File: config.mk
export PLATFORM = sky130hd
export DESIGN_NAME = multi_timer_core_flat
export DESIGN_NICKNAME = d
export VERILOG_FILES = /design/src/rtl/multi_timer_core_if.sv /design/src/rtl/multi_timer_core.sv /design/src/flat_wrapper.sv
export SDC_FILE = /design/constraint.sdc
export NUM_CORES = 1
export LEC_CHECK = 0
export ABC_AREA = 0
export BUFFER_PORTS_ARGS = -buffer_cell sky130_fd_sc_hd__buf_4
export CORE_UTILIZATION = 40
export DETAILED_ROUTE_END_ITERATION = 6
export MAX_ROUTING_LAYER = met4
export PLACE_DENSITY = 0.55
export REMOVE_ABC_BUFFERS = 1
export SLEW_MARGIN = 5
export SYNTH_ARGS = -nofsm -noshare
export SYNTH_HDL_FRONTEND = slang
export SYNTH_SLANG_ARGS = --single-unit
File: constraint.sdc
create_clock -name clk -period 3.5 [get_ports clk]
set_clock_uncertainty 0.2 [all_clocks]
set_input_delay 0.175 -clock clk [delete_from_list [all_inputs] [get_ports clk]]
set_output_delay 0.175 -clock clk [all_outputs]
set_load 0.02 [all_outputs]
File: src/rtl/multi_timer_core_if.sv
// Command, status and lap-FIFO signals of multi_timer_core.
interface multi_timer_core_if #(
  parameter int N_CH    = 4,
  parameter int MAX_SEC = 359999
);
  localparam int TW = $clog2(MAX_SEC + 1);
  localparam int CW = $clog2(N_CH);

  logic [CW-1:0]   ch_sel;
  logic            cmd_start;
  logic            cmd_pause;
  logic            cmd_clear;
  logic            cmd_load;
  logic            cmd_lap;
  logic            cmd_mode;
  logic [TW-1:0]   load_value;
  logic            mode_val;
  logic [TW-1:0]   cur_time;
  logic [1:0]      cur_state;
  logic [N_CH-1:0] run_mask;
  logic [N_CH-1:0] expired;
  logic            alarm;
  logic            lap_rd;
  logic            lap_valid;
  logic [CW-1:0]   lap_ch;
  logic [TW-1:0]   lap_time;
  logic            lap_full;
  logic            lap_ovf;
  logic            ovf_clr;
  logic            tick;

  modport master (
    output ch_sel, cmd_start, cmd_pause, cmd_clear, cmd_load, cmd_lap, cmd_mode,
           load_value, mode_val, lap_rd, ovf_clr,
    input  cur_time, cur_state, run_mask, expired, alarm,
           lap_valid, lap_ch, lap_time, lap_full, lap_ovf, tick
  );

  modport slave (
    input  ch_sel, cmd_start, cmd_pause, cmd_clear, cmd_load, cmd_lap, cmd_mode,
           load_value, mode_val, lap_rd, ovf_clr,
    output cur_time, cur_state, run_mask, expired, alarm,
           lap_valid, lap_ch, lap_time, lap_full, lap_ovf, tick
  );
endinterface

File: src/rtl/multi_timer_core.sv
// Multi-channel stopwatch/countdown timer with a shared 1 Hz prescaler
// and a first-word-fall-through lap FIFO.
module multi_timer_core #(
  parameter int CLK_FREQ  = 100_000_000,
  parameter int N_CH      = 4,
  parameter int LAP_DEPTH = 8,
  parameter int MAX_SEC   = 359999
) (
  input  logic                clk,
  input  logic                reset,
  multi_timer_core_if.slave   bus
);
  localparam int TW = $clog2(MAX_SEC + 1);
  localparam int CW = $clog2(N_CH);
  localparam int PW = $clog2(CLK_FREQ);
  localparam int AW = $clog2(LAP_DEPTH);

  localparam logic [1:0] IDLE    = 2'd0;
  localparam logic [1:0] RUNNING = 2'd1;
  localparam logic [1:0] PAUSED  = 2'd2;
  localparam logic [1:0] EXPIRED = 2'd3;

  localparam logic [TW-1:0] MAX_V = TW'(MAX_SEC);

  logic [PW-1:0] presc_q, presc_d;
  logic          tick;

  assign tick    = (presc_q == PW'(CLK_FREQ - 1));
  assign presc_d = tick ? '0 : presc_q + 1'b1;

  // Free-running prescaler shared by every channel
  always_ff @(posedge clk or posedge reset) begin
    if (reset) presc_q <= '0;
    else       presc_q <= presc_d;
  end

  // Priority decode: exactly one command (or none) survives per cycle
  logic sel_ok;
  logic c_clear, c_load, c_mode, c_start, c_pause, c_lap;

  assign sel_ok  = 32'(bus.ch_sel) < 32'(N_CH);
  assign c_clear = sel_ok & bus.cmd_clear;
  assign c_load  = sel_ok & ~bus.cmd_clear & bus.cmd_load;
  assign c_mode  = sel_ok & ~bus.cmd_clear & ~bus.cmd_load & bus.cmd_mode;
  assign c_start = sel_ok & ~bus.cmd_clear & ~bus.cmd_load & ~bus.cmd_mode & bus.cmd_start;
  assign c_pause = sel_ok & ~bus.cmd_clear & ~bus.cmd_load & ~bus.cmd_mode & ~bus.cmd_start
                 & bus.cmd_pause;
  assign c_lap   = sel_ok & ~bus.cmd_clear & ~bus.cmd_load & ~bus.cmd_mode & ~bus.cmd_start
                 & ~bus.cmd_pause & bus.cmd_lap;

  logic [N_CH-1:0][TW-1:0] val_vec;
  logic [N_CH-1:0][1:0]    st_vec;

  for (genvar g = 0; g < N_CH; g++) begin : g_ch
    logic [TW-1:0] val_q, val_d;
    logic [1:0]    st_q, st_d;
    logic          mode_q, mode_d;
    logic          hit;

    assign hit = (bus.ch_sel == CW'(g));

    // Tick update first; an accepted command then overrides it from the
    // registered value, so a coincident tick is discarded for this channel
    always_comb begin
      val_d  = val_q;
      st_d   = st_q;
      mode_d = mode_q;
      if (tick && st_q == RUNNING) begin
        if (!mode_q) begin
          val_d = (val_q == MAX_V) ? '0 : val_q + 1'b1;
        end else if (val_q <= TW'(1)) begin
          val_d = '0;
          st_d  = EXPIRED;
        end else begin
          val_d = val_q - 1'b1;
        end
      end
      if (hit) begin
        if (c_clear) begin
          val_d = '0;
          st_d  = IDLE;
        end else if (c_load) begin
          val_d = (bus.load_value > MAX_V) ? MAX_V : bus.load_value;
          st_d  = IDLE;
        end else if (c_mode) begin
          if (st_q == IDLE) begin
            mode_d = bus.mode_val;
            val_d  = '0;
          end
        end else if (c_start) begin
          if (st_q == EXPIRED) begin
            st_d  = IDLE;
            val_d = val_q;
          end else if ((st_q == IDLE || st_q == PAUSED) && !(mode_q && val_q == '0)) begin
            st_d  = RUNNING;
            val_d = val_q;
          end
        end else if (c_pause) begin
          if (st_q == RUNNING) begin
            st_d  = PAUSED;
            val_d = val_q;
          end
        end
      end
    end

    // Per-channel state registers
    always_ff @(posedge clk or posedge reset) begin
      if (reset) begin
        val_q  <= '0;
        st_q   <= IDLE;
        mode_q <= 1'b0;
      end else begin
        val_q  <= val_d;
        st_q   <= st_d;
        mode_q <= mode_d;
      end
    end

    assign val_vec[g]      = val_q;
    assign st_vec[g]       = st_q;
    assign bus.run_mask[g] = (st_q == RUNNING);
    assign bus.expired[g]  = (st_q == EXPIRED);
  end

  logic [TW-1:0] sel_time;

  assign sel_time      = sel_ok ? val_vec[bus.ch_sel] : '0;
  assign bus.cur_time  = sel_time;
  assign bus.cur_state = sel_ok ? st_vec[bus.ch_sel] : IDLE;
  assign bus.alarm     = |bus.expired;
  assign bus.tick      = tick;

  // Lap FIFO: extra pointer bit distinguishes full from empty
  logic [AW:0]   wr_q, wr_d, rd_q, rd_d;
  logic [CW-1:0] mem_ch_q   [LAP_DEPTH];
  logic [TW-1:0] mem_time_q [LAP_DEPTH];
  logic          empty, full, pop, push, ovf_q, ovf_d;

  assign empty = (wr_q == rd_q);
  assign full  = (wr_q[AW] != rd_q[AW]) && (wr_q[AW-1:0] == rd_q[AW-1:0]);
  assign pop   = bus.lap_rd & ~empty;
  assign push  = c_lap & (~full | pop);
  assign wr_d  = wr_q + (AW+1)'(push);
  assign rd_d  = rd_q + (AW+1)'(pop);
  assign ovf_d = (c_lap & full & ~pop) ? 1'b1 : (bus.ovf_clr ? 1'b0 : ovf_q);

  // FIFO pointers and sticky overflow flag
  always_ff @(posedge clk or posedge reset) begin
    if (reset) begin
      wr_q  <= '0;
      rd_q  <= '0;
      ovf_q <= 1'b0;
    end else begin
      wr_q  <= wr_d;
      rd_q  <= rd_d;
      ovf_q <= ovf_d;
    end
  end

  // FIFO storage captures the pre-tick value of the selected channel
  always_ff @(posedge clk) begin
    if (push) begin
      mem_ch_q[wr_q[AW-1:0]]   <= bus.ch_sel;
      mem_time_q[wr_q[AW-1:0]] <= sel_time;
    end
  end

  assign bus.lap_valid = ~empty;
  assign bus.lap_full  = full;
  assign bus.lap_ovf   = ovf_q;
  assign bus.lap_ch    = mem_ch_q[rd_q[AW-1:0]];
  assign bus.lap_time  = mem_time_q[rd_q[AW-1:0]];
endmodule

File: src/flat_wrapper.sv
// flat-port wrapper written by rule: the top's interface ports become plain ports
module multi_timer_core_flat 
#(
  parameter int CLK_FREQ  = 100_000_000,
  parameter int N_CH      = 4,
  parameter int LAP_DEPTH = 8,
  parameter int MAX_SEC   = 359999
)
  (clk, reset, bus_ch_sel, bus_cmd_start, bus_cmd_pause, bus_cmd_clear, bus_cmd_load, bus_cmd_lap, bus_cmd_mode, bus_load_value, bus_mode_val, bus_lap_rd, bus_ovf_clr, bus_cur_time, bus_cur_state, bus_run_mask, bus_expired, bus_alarm, bus_lap_valid, bus_lap_ch, bus_lap_time, bus_lap_full, bus_lap_ovf, bus_tick);
  multi_timer_core_if #(.N_CH(N_CH), .MAX_SEC(MAX_SEC)) bus_i ();
  input  logic clk;
  input  logic reset;
  input wire logic [$bits(bus_i.ch_sel)-1:0] bus_ch_sel;
  input wire logic [$bits(bus_i.cmd_start)-1:0] bus_cmd_start;
  input wire logic [$bits(bus_i.cmd_pause)-1:0] bus_cmd_pause;
  input wire logic [$bits(bus_i.cmd_clear)-1:0] bus_cmd_clear;
  input wire logic [$bits(bus_i.cmd_load)-1:0] bus_cmd_load;
  input wire logic [$bits(bus_i.cmd_lap)-1:0] bus_cmd_lap;
  input wire logic [$bits(bus_i.cmd_mode)-1:0] bus_cmd_mode;
  input wire logic [$bits(bus_i.load_value)-1:0] bus_load_value;
  input wire logic [$bits(bus_i.mode_val)-1:0] bus_mode_val;
  input wire logic [$bits(bus_i.lap_rd)-1:0] bus_lap_rd;
  input wire logic [$bits(bus_i.ovf_clr)-1:0] bus_ovf_clr;
  output wire logic [$bits(bus_i.cur_time)-1:0] bus_cur_time;
  output wire logic [$bits(bus_i.cur_state)-1:0] bus_cur_state;
  output wire logic [$bits(bus_i.run_mask)-1:0] bus_run_mask;
  output wire logic [$bits(bus_i.expired)-1:0] bus_expired;
  output wire logic [$bits(bus_i.alarm)-1:0] bus_alarm;
  output wire logic [$bits(bus_i.lap_valid)-1:0] bus_lap_valid;
  output wire logic [$bits(bus_i.lap_ch)-1:0] bus_lap_ch;
  output wire logic [$bits(bus_i.lap_time)-1:0] bus_lap_time;
  output wire logic [$bits(bus_i.lap_full)-1:0] bus_lap_full;
  output wire logic [$bits(bus_i.lap_ovf)-1:0] bus_lap_ovf;
  output wire logic [$bits(bus_i.tick)-1:0] bus_tick;
  assign bus_i.ch_sel = bus_ch_sel;
  assign bus_i.cmd_start = bus_cmd_start;
  assign bus_i.cmd_pause = bus_cmd_pause;
  assign bus_i.cmd_clear = bus_cmd_clear;
  assign bus_i.cmd_load = bus_cmd_load;
  assign bus_i.cmd_lap = bus_cmd_lap;
  assign bus_i.cmd_mode = bus_cmd_mode;
  assign bus_i.load_value = bus_load_value;
  assign bus_i.mode_val = bus_mode_val;
  assign bus_i.lap_rd = bus_lap_rd;
  assign bus_i.ovf_clr = bus_ovf_clr;
  assign bus_cur_time = bus_i.cur_time;
  assign bus_cur_state = bus_i.cur_state;
  assign bus_run_mask = bus_i.run_mask;
  assign bus_expired = bus_i.expired;
  assign bus_alarm = bus_i.alarm;
  assign bus_lap_valid = bus_i.lap_valid;
  assign bus_lap_ch = bus_i.lap_ch;
  assign bus_lap_time = bus_i.lap_time;
  assign bus_lap_full = bus_i.lap_full;
  assign bus_lap_ovf = bus_i.lap_ovf;
  assign bus_tick = bus_i.tick;
  multi_timer_core #(.CLK_FREQ(CLK_FREQ), .N_CH(N_CH), .LAP_DEPTH(LAP_DEPTH), .MAX_SEC(MAX_SEC)) u_core (.clk(clk), .reset(reset), .bus(bus_i));
endmodule
==> out/metrics.yaml, run 1 <==
run_status:
  status: "completed"
global_route:
  antenna_found_initial: 6
  grt_pass1_wl_um: 104000
  grt_remaining_overflow: 0
  grt.total_usage_pct: 30.2
  grt_pass1_vias: 16220
  grt_max_degree: 67
logic_synthesis:
  syn_area_sq_um: 18500
  ys_types: 94
  synth-xor-area-share_pct: 1.66
  synth_compound_area_share_pct: 20.6
  yosysWarnings: 0
  synth_seq_cells: 292
  ys_async_sr_fraction_pct: 42.5
  synth_ff_type: "edfxtp_1"
  synth_cells: 1847
  synthMuxAreaShare_pct: 9.25
  yosysSeqAreaShare_pct: 44.1
  synth_top_family_by_area: "compound AO/OA/AOI/OAI gates"
  yosys.area.top_type: "edfxtp_1"
  synth-adder-area-share_pct: 1.42
  syn_avg_cell_area_sq_um: 9.99
  synthSimpleGateAreaFrac_pct: 18.4
  synth_area_leaders: "edfxtp_1 (27%), dfrtp_1 (17%), mux4_2 (7.7%)"
  yosysTopAreaCellShare_pct: 27.3
  synth-edff-count: 168
layout:
  final_cell_area_sq_um: 21900
  nets: 2031
  areaGrowthSynthToFinish_pct: 18.7
  final_cell_mix: "buf_4 (225), edfxtp_1 (168), nor2_1 (150)"
  final_common_cell: "buf_4"
  final_util_pct: 48.2
  drive_gt1_share_pct: 21.3
timing:
  setup_viol: 0
  finalHoldViolCount: 0
  drv_slew: 0
  timing.fmax_mhz: 306
  rsz0062_at_grt: "false"
  post-route-period-util_pct: 93.4
  finalCriticalPeriod_ns: 3.27
  slew_headroom_pct: 16.2
  worstMarginPinSlew_ns: 1.24
detailed_routing:
  antenna_left: 0
  dr.pass1.iters: 6
  drt-total-wl_um: 69200
  drtIter0Drc: 2048
  vias_per_cell: 6.56
  wire_per_inst_um: 26.5
  drcViolationCount: 0
  vias: 17143
power_and_ir_drop:
  peakVddDrop_uv: 449
  p_leak_nw: 8.01
  p_per_area_nw_per_um2: 559
floorplan:
  dieHeight_um: 217
  initial_utilization_pct: 40.6
  dieArea_sq_um: 47000
  die_w_um: 217
  rows: 78
  core_sq_um: 45500
  ios: 87
place:
  place.gp.congestion: 1.00
  dp.final_hpwl_um: 49300
  port_buffers: 86
  placed_area_sq_um: 20400
worst_setup_path:
  start_kind: "register"
  critPathMaxFanout: 11
  cp_cell_sequence: "inv_1 -> ha_1 -> nor3b_1 -> nand2_1 -> nor4_1 -> a221o_1 -> nand3_1 -> a311o_1 -> o211ai_1"
  crit_cells: 9
  crit_path_top_delay_cell: "dfrtp_1"
  worstSetupPathType: "reg -> reg"
  cpPeakStageDelay_ns: 0.55
  cp.required_ns: 3.76
  reg2reg_depth: 9
  worst_setup_path_end_kind: "register"
  worstPathArrival_ns: 3.53
  path_buf_inv: 1
  path_delay_family: "simple AND/OR/NAND/NOR gates"
min_path:
  hold_class: "in -> reg"
  whs_path_depth: 5
cts:
  root_buffer: "clkbuf_16"
  numCtsBuffers: 37
  clkSlewWorstSetupHoldPaths_ns: 0.06
  cts.sink_count: 292
  cts_tree: "yes"
  cts-htree-levels: 2
  clock_latency_ns: 0.55
  clk_path_buf_depth: 3
run:
  maxCapViolations: 0
==> final timing paths <==
| kind | startpoint | to | slack [ns] |
|---|---|---|---|
| worst min-delay path | bus_load_value[5] | u_core.g_ch[0].val_q[5] | 0.02 |
| max in group asynchronous | reset | u_core.g_ch[1].val_q[2] | 2.25 |
| worst min register to register | u_core.presc_q[0] | u_core.presc_q[0] | 0.27 |
| min in group asynchronous | reset | u_core.g_ch[2].val_q[8] | 0.07 |
| worst max-delay path | u_core.g_ch[2].val_q[1] | u_core.g_ch[2].val_q[16] | 0.23 |
| worst max register to register | u_core.g_ch[2].val_q[1] | u_core.g_ch[2].val_q[16] | 0.23 |
==> area by class of cell <==
type                    count  area, sq um
diodes                      6         15.0
fillers                  4295        23600
clock inverters            14          178
flip-flops and latches    292         8150
clock buffers              53         1040
well taps                 600          751
multi-input cells        1353         9510
inverters                  35          136
repair buffers            259         2120
==> kinds of logic (layout without fill, tap and decap cells) <==
| logic type | Yosys count | after routing |
|---|---|---|
| buffers and inverters | 202 | 361 |
| muxes | 89 | 89 |
| adders and majority gates | 21 | 21 |
| and+or+nand+nor | 654 | 654 |
| AOI/OAI and AO/OA | 554 | 554 |
| DFF | 292 | 292 |
| xor gates and xnor gates | 35 | 35 |
| other | 0 | 6 |
==> where the power goes <==
part           internal, mW  switching (mW)  leakage [nW]
registers              3.89           0.341          3.15
clock network          2.30            1.53         0.578
logic                  1.75            2.42          4.28
total                  7.95            4.29          8.01
==> metrics by stage <==
| stage | instances | setup slack [ns] | TNS [ns] | total power [mW] | hold slack (ns) |
|---|---|---|---|---|---|
| 2_1_floorplan | 1680 | -1.19 | -152.28 | 6.72 | 0.0738 |
| 3_3_place_gp | 2514 | 0.323 | 0 | 8.39 | 0.129 |
| 3_5_place_dp | 2514 | 0.327 | 0 | 8.40 | 0.132 |
| 4_1_cts | 2606 | 0.300 | 0 | 12.3 | 0.000764 |
| 5_1_grt | 2611 | 0.00966 | 0 | 12.7 | 0.0335 |
| 6_report | 2612 | 0.232 | 0 | 12.2 | 0.0201 |
==> synthesized netlist by cell type, drive strengths merged (34+ instances only) <==
master	count
dfrtp	124
clkbuf	136
nand3	64
nand4	42
nor4	34
nor2	157
edfxtp	168
a21oi	106
mux4	63
nand2	123
nor3	74
o21ai	124
a22oi	37
==> layer usage <==
metal	vias up	global-route usage (%)	part of all wire [%]
met3	207	5.06	9.8
met5	-	-	0
li1	7520	-	-
met4	0	13.2	4.5
met1	8372	40.8	42
met2	1044	44.6	44
==> sequential cells by signal (all words and copies together), names as in the netlist <==
| signal | flops |
|---|---|
| u_core.rd_q | 4 |
| u_core.g_ch.st_q | 8 |
| u_core.bus.lap_ovf | 1 |
| u_core.mem_time_q | 152 |
| u_core.g_ch.mode_q | 4 |
| u_core.mem_ch_q | 16 |
| u_core.g_ch.val_q | 76 |
| u_core.wr_q | 4 |
| u_core.presc_q | 27 |
==> tightest hold or removal path, cell delays in order <==
cell and delay, ns:
buf_4 0.08, nor2_1 0.03, buf_4 0.20, nor2_1 0.11, a221o_1 0.12
==> what timing repair did <==
action | 4_1_cts | 5_1_grt
endpoints found under the hold margin | 127 | 0
endpoints found under the setup margin | 0 | 0
resized for setup | 0 | 0
hold buffers | 25 | 0
setup buffers | 0 | 0
No activity file was read; power rests on OpenSTA's default activity.
==> inputs of run 2 (changes only) <==
--- a/config.mk
+++ b/config.mk
@@ -10,7 +10,8 @@
 export CORE_UTILIZATION = 40
 export DETAILED_ROUTE_END_ITERATION = 6
 export MAX_ROUTING_LAYER = met4
-export PLACE_DENSITY = 0.55
+export PLACE_DENSITY = 0.63
+export RECOVER_POWER = 50
 export REMOVE_ABC_BUFFERS = 1
 export SLEW_MARGIN = 5
 export SYNTH_ARGS = -nofsm -noshare
==> run 2 against run 1 <==
  * The flow now finishes with violations (max-capacitance violations, max-slew violations)
  * Routed wire length shrank 0.89%
  * Cell count grew 0.27%
  * Sequential power is essentially flat
  * First-iteration DRC count grew 16%
  * Global-route usage shrank 0.20 points
  * Sequential share of layout area grew 0.20 points
  * Register-to-register slack lost 0.03 ns
  * Critical path type unchanged
==> out/metrics.yaml, run 2 (same netlist as run 1, synthesis figures left out) <==
run_status:
  status: "finished, violations left"  # was completed
  violations: "max-capacitance violations, max-slew violations"
run:
  maxCapViolations: 1  # was 0
layout:
  nets: 2041  # was 2031
  largest_register_ff_count: 152  # unchanged
  final_cell_mix: "buf_4 (228), edfxtp_1 (168), nor2_1 (150)"  # was buf_4 (225), edfxtp_1 (168), nor2_1 (150)
  fillers: 4272  # was 4295
  multi_input_area_sq_um: 9510  # about the same
  drive_gt1_share_pct: 21.2  # was 21.3%
  final_util_pct: 47.9  # was 48.2%
  final_cell_count_no_fill: 2619  # was 2612
  seq_area_sq_um: 8150  # unchanged
  final_common_cell: "buf_4"  # unchanged
  final_cell_area_sq_um: 21800  # was 21900 sq um
  areaGrowthSynthToFinish_pct: 18.0  # was 18.7%
cts:
  clkSlewWorstSetupHoldPaths_ns: 0.06  # about the same
  cts_tree: "yes"  # unchanged
  ctsHoldBuffers: 28  # was 25
  clock_latency_ns: 0.57  # was 0.55 ns
  cts-htree-levels: 2  # unchanged
  post_cts_buffers: 0  # unchanged
  root_buffer: "clkbuf_16"  # unchanged
  cts.sink_count: 292  # unchanged
  cts_resized: 0  # unchanged
  numCtsBuffers: 35  # was 37
  clk_path_buf_depth: 3  # unchanged
power_and_ir_drop:
  clkPwrFrac_pct: 31.1  # was 31.3%
  p_per_area_nw_per_um2: 561  # was 559 nW/um^2
  switchingPower_mw: 4.36  # was 4.29 mW
  p_leak_nw: 7.96  # was 8.01 nW
  peakVddDrop_uv: 485  # was 449 uV
  internal_power_mw: 7.86  # was 7.95 mW
  netSwitchingFraction_pct: 35.7  # was 35.1%
  seqPwrFrac_pct: 34.7  # was 34.6%
  power_frac_comb_pct: 34.2  # was 34.1%
detailed_routing:
  wire_per_inst_um: 26.2  # was 26.5 um
  drt-total-wl_um: 68600  # was 69200 um
  antenna_left: 0  # unchanged
  vias: 17218  # was 17143
  dr.pass1.iters: 6  # unchanged
  drcViolationCount: 0  # unchanged
  vias_per_cell: 6.57  # was 6.56
  drtIter0Drc: 2377  # was 2048
place:
  place.gp.congestion: 1.04  # was 1.00
  placed_area_sq_um: 20400  # about the same
  dp_slack_ns: 0.336  # was 0.327 ns
  dp.final_hpwl_um: 48900  # was 49300 um
  post-place-cells: 2523  # was 2514
  port_buffers: 86  # unchanged
floorplan:
  core_sq_um: 45500  # unchanged
  initial_utilization_pct: 40.6  # unchanged
  dieHeight_um: 217  # unchanged
  ios: 87  # unchanged
  dieArea_sq_um: 47000  # unchanged
  die_w_um: 217  # unchanged
  rows: 78  # unchanged
timing:
  fin_ws_ns: 0.202  # was 0.232 ns
  finalCriticalPeriod_ns: 3.30  # was 3.27 ns
  setup_viol: 0  # unchanged
  finalHoldViolCount: 0  # unchanged
  worstMarginPinSlew_ns: 2.02  # was 1.24 ns
  whs_ns: 0.0860  # was 0.0201 ns
  slew_headroom_pct: -34.6  # was 16.2%
  timing.fmax_mhz: 303  # was 306 MHz
  post-route-period-util_pct: 94.2  # was 93.4%
  drv_slew: 86  # was 0
  rsz0062_at_grt: "false"  # unchanged
worst_setup_path:
  critPathMaxFanout: 9  # was 11
  worstSetupPathType: "reg -> reg"  # unchanged
  reg2reg_depth: 10  # was 9
  rr_startpoint: "u_core.g_ch[2].val_q[1]"  # unchanged
  worstPathArrival_ns: 3.52  # was 3.53 ns
  path_buf_inv: 2  # was 1
  start_kind: "register"  # unchanged
  cpPeakStageDelay_ns: 0.49  # was 0.55 ns
  worstReg2RegEnd: "u_core.g_ch[2].val_q[14]"  # was u_core.g_ch[2].val_q[16]
  worst_setup_path_end_kind: "register"  # unchanged
  path_delay_family: "compound AO/OA/AOI/OAI gates"  # was simple AND/OR/NAND/NOR gates
  crit_path_top_delay_cell: "dfrtp_1"  # unchanged
  regToRegSetupSlack_ns: 0.20  # was 0.23 ns
  cp.required_ns: 3.72  # was 3.76 ns
  cp_cell_sequence: "inv_1 -> ha_1 -> nor3b_1 -> nand2_1 -> o41ai_1 -> nor2_1 -> a211oi_1 -> buf_4 -> a22o_1 -> o211ai_1"  # was inv_1 -> ha_1 -> nor3b_1 -> nand2_1 -> nor4_1 -> a221o_1 -> nand3_1 -> a311o_1 -> o211ai_1
global_route:
  grt_max_degree: 86  # was 67
  grt_pass1_wl_um: 104000  # about the same
  grt.total_usage_pct: 30.0  # was 30.2%
  antenna_found_initial: 3  # was 6
  grt_pass1_vias: 16299  # was 16220
  grt_remaining_overflow: 0  # unchanged
min_path:
  whs_path_depth: 5  # unchanged
  min_to: "u_core.g_ch[0].st_q[0]"  # was u_core.g_ch[0].val_q[5]
  hp-start: "bus_cmd_start"  # was bus_load_value[5]
  hold_class: "in -> reg"  # unchanged
==> run 2: changes by cell type in the layout (fill, tap and decap cells not counted), moves of 3 or more <==
cell	change
clkbuf_16	-3
clkinv_1	-3
clkinv_2	+8
and2_1	-3
clkbuf_1	+7
dlygate4sd3_1	+3
and2_0	+3
buf_12	-9
buf_4	+3
==> run 2: how the worst max path moves through the flow <==
| stage | slack (ns) | endpoint | from | cells past startpoint |
|---|---|---|---|---|
| 2_1_floorplan | -1.19 | u_core.mem_ch_q[0][0] | u_core.rd_q[0] | 5 |
| 3_3_place_gp | 0.29 | u_core.g_ch[2].val_q[14] | u_core.g_ch[2].val_q[1] | 10 |
| 3_5_place_dp | 0.34 | u_core.g_ch[2].val_q[14] | u_core.g_ch[2].val_q[1] | 10 |
| 4_1_cts | 0.31 | u_core.g_ch[2].val_q[14] | u_core.g_ch[2].val_q[1] | 10 |
| 5_1_grt | 0.06 | u_core.g_ch[2].val_q[14] | u_core.g_ch[2].val_q[1] | 10 |
| 6_report | 0.20 | u_core.g_ch[2].val_q[14] | u_core.g_ch[2].val_q[1] | 10 |
==> run 2: tightest hold or removal path: stages <==
cell	delay [ns]
buf_4	0.14
nor4b_2	0.17
buf_4	0.15
a31oi_1	0.12
a31oi_1	0.05
==> run 2: final cells by class <==
class,count,share of cell area (%)
Antenna cell,4,0.0460
Clock buffer,42,4.23
Clock inverter,22,1.18
Inverter,35,0.620
Multi-Input combinational cell,1353,43.6
Sequential cell,292,37.4
Tap cell,600,3.45
Timing Repair Buffer,271,9.41
==> run 2: power by group through the flow <==
stage | clock (mW) | sequential, mW | combinational (mW)
5_1_grt | 3.98 | 4.25 | 4.46
3_3_place_gp | 0 | 4.28 | 4.09
2_1_floorplan | 0 | 4.45 | 2.27
4_1_cts | 3.87 | 4.22 | 4.16
3_5_place_dp | 0 | 4.28 | 4.12
6_report | 3.80 | 4.24 | 4.19
==> run 2: per-stage QoR <==
step / TNS, ns / power [mW]
finish: 0 / 12.2
global route: 0 / 12.7
global placement: 0 / 8.37
CTS: 0 / 12.2
detailed placement: 0 / 8.40
floorplan: -152.28 / 6.72
==> run 2: metal layers <==
layer,up-vias,GRT usage [%],part of all wire (%)
met4,0,13.3,4.5
met1,8394,39.8,40
met5,-,-,0
met3,185,5.53,10
met2,1110,44.6,45
li1,7529,-,-
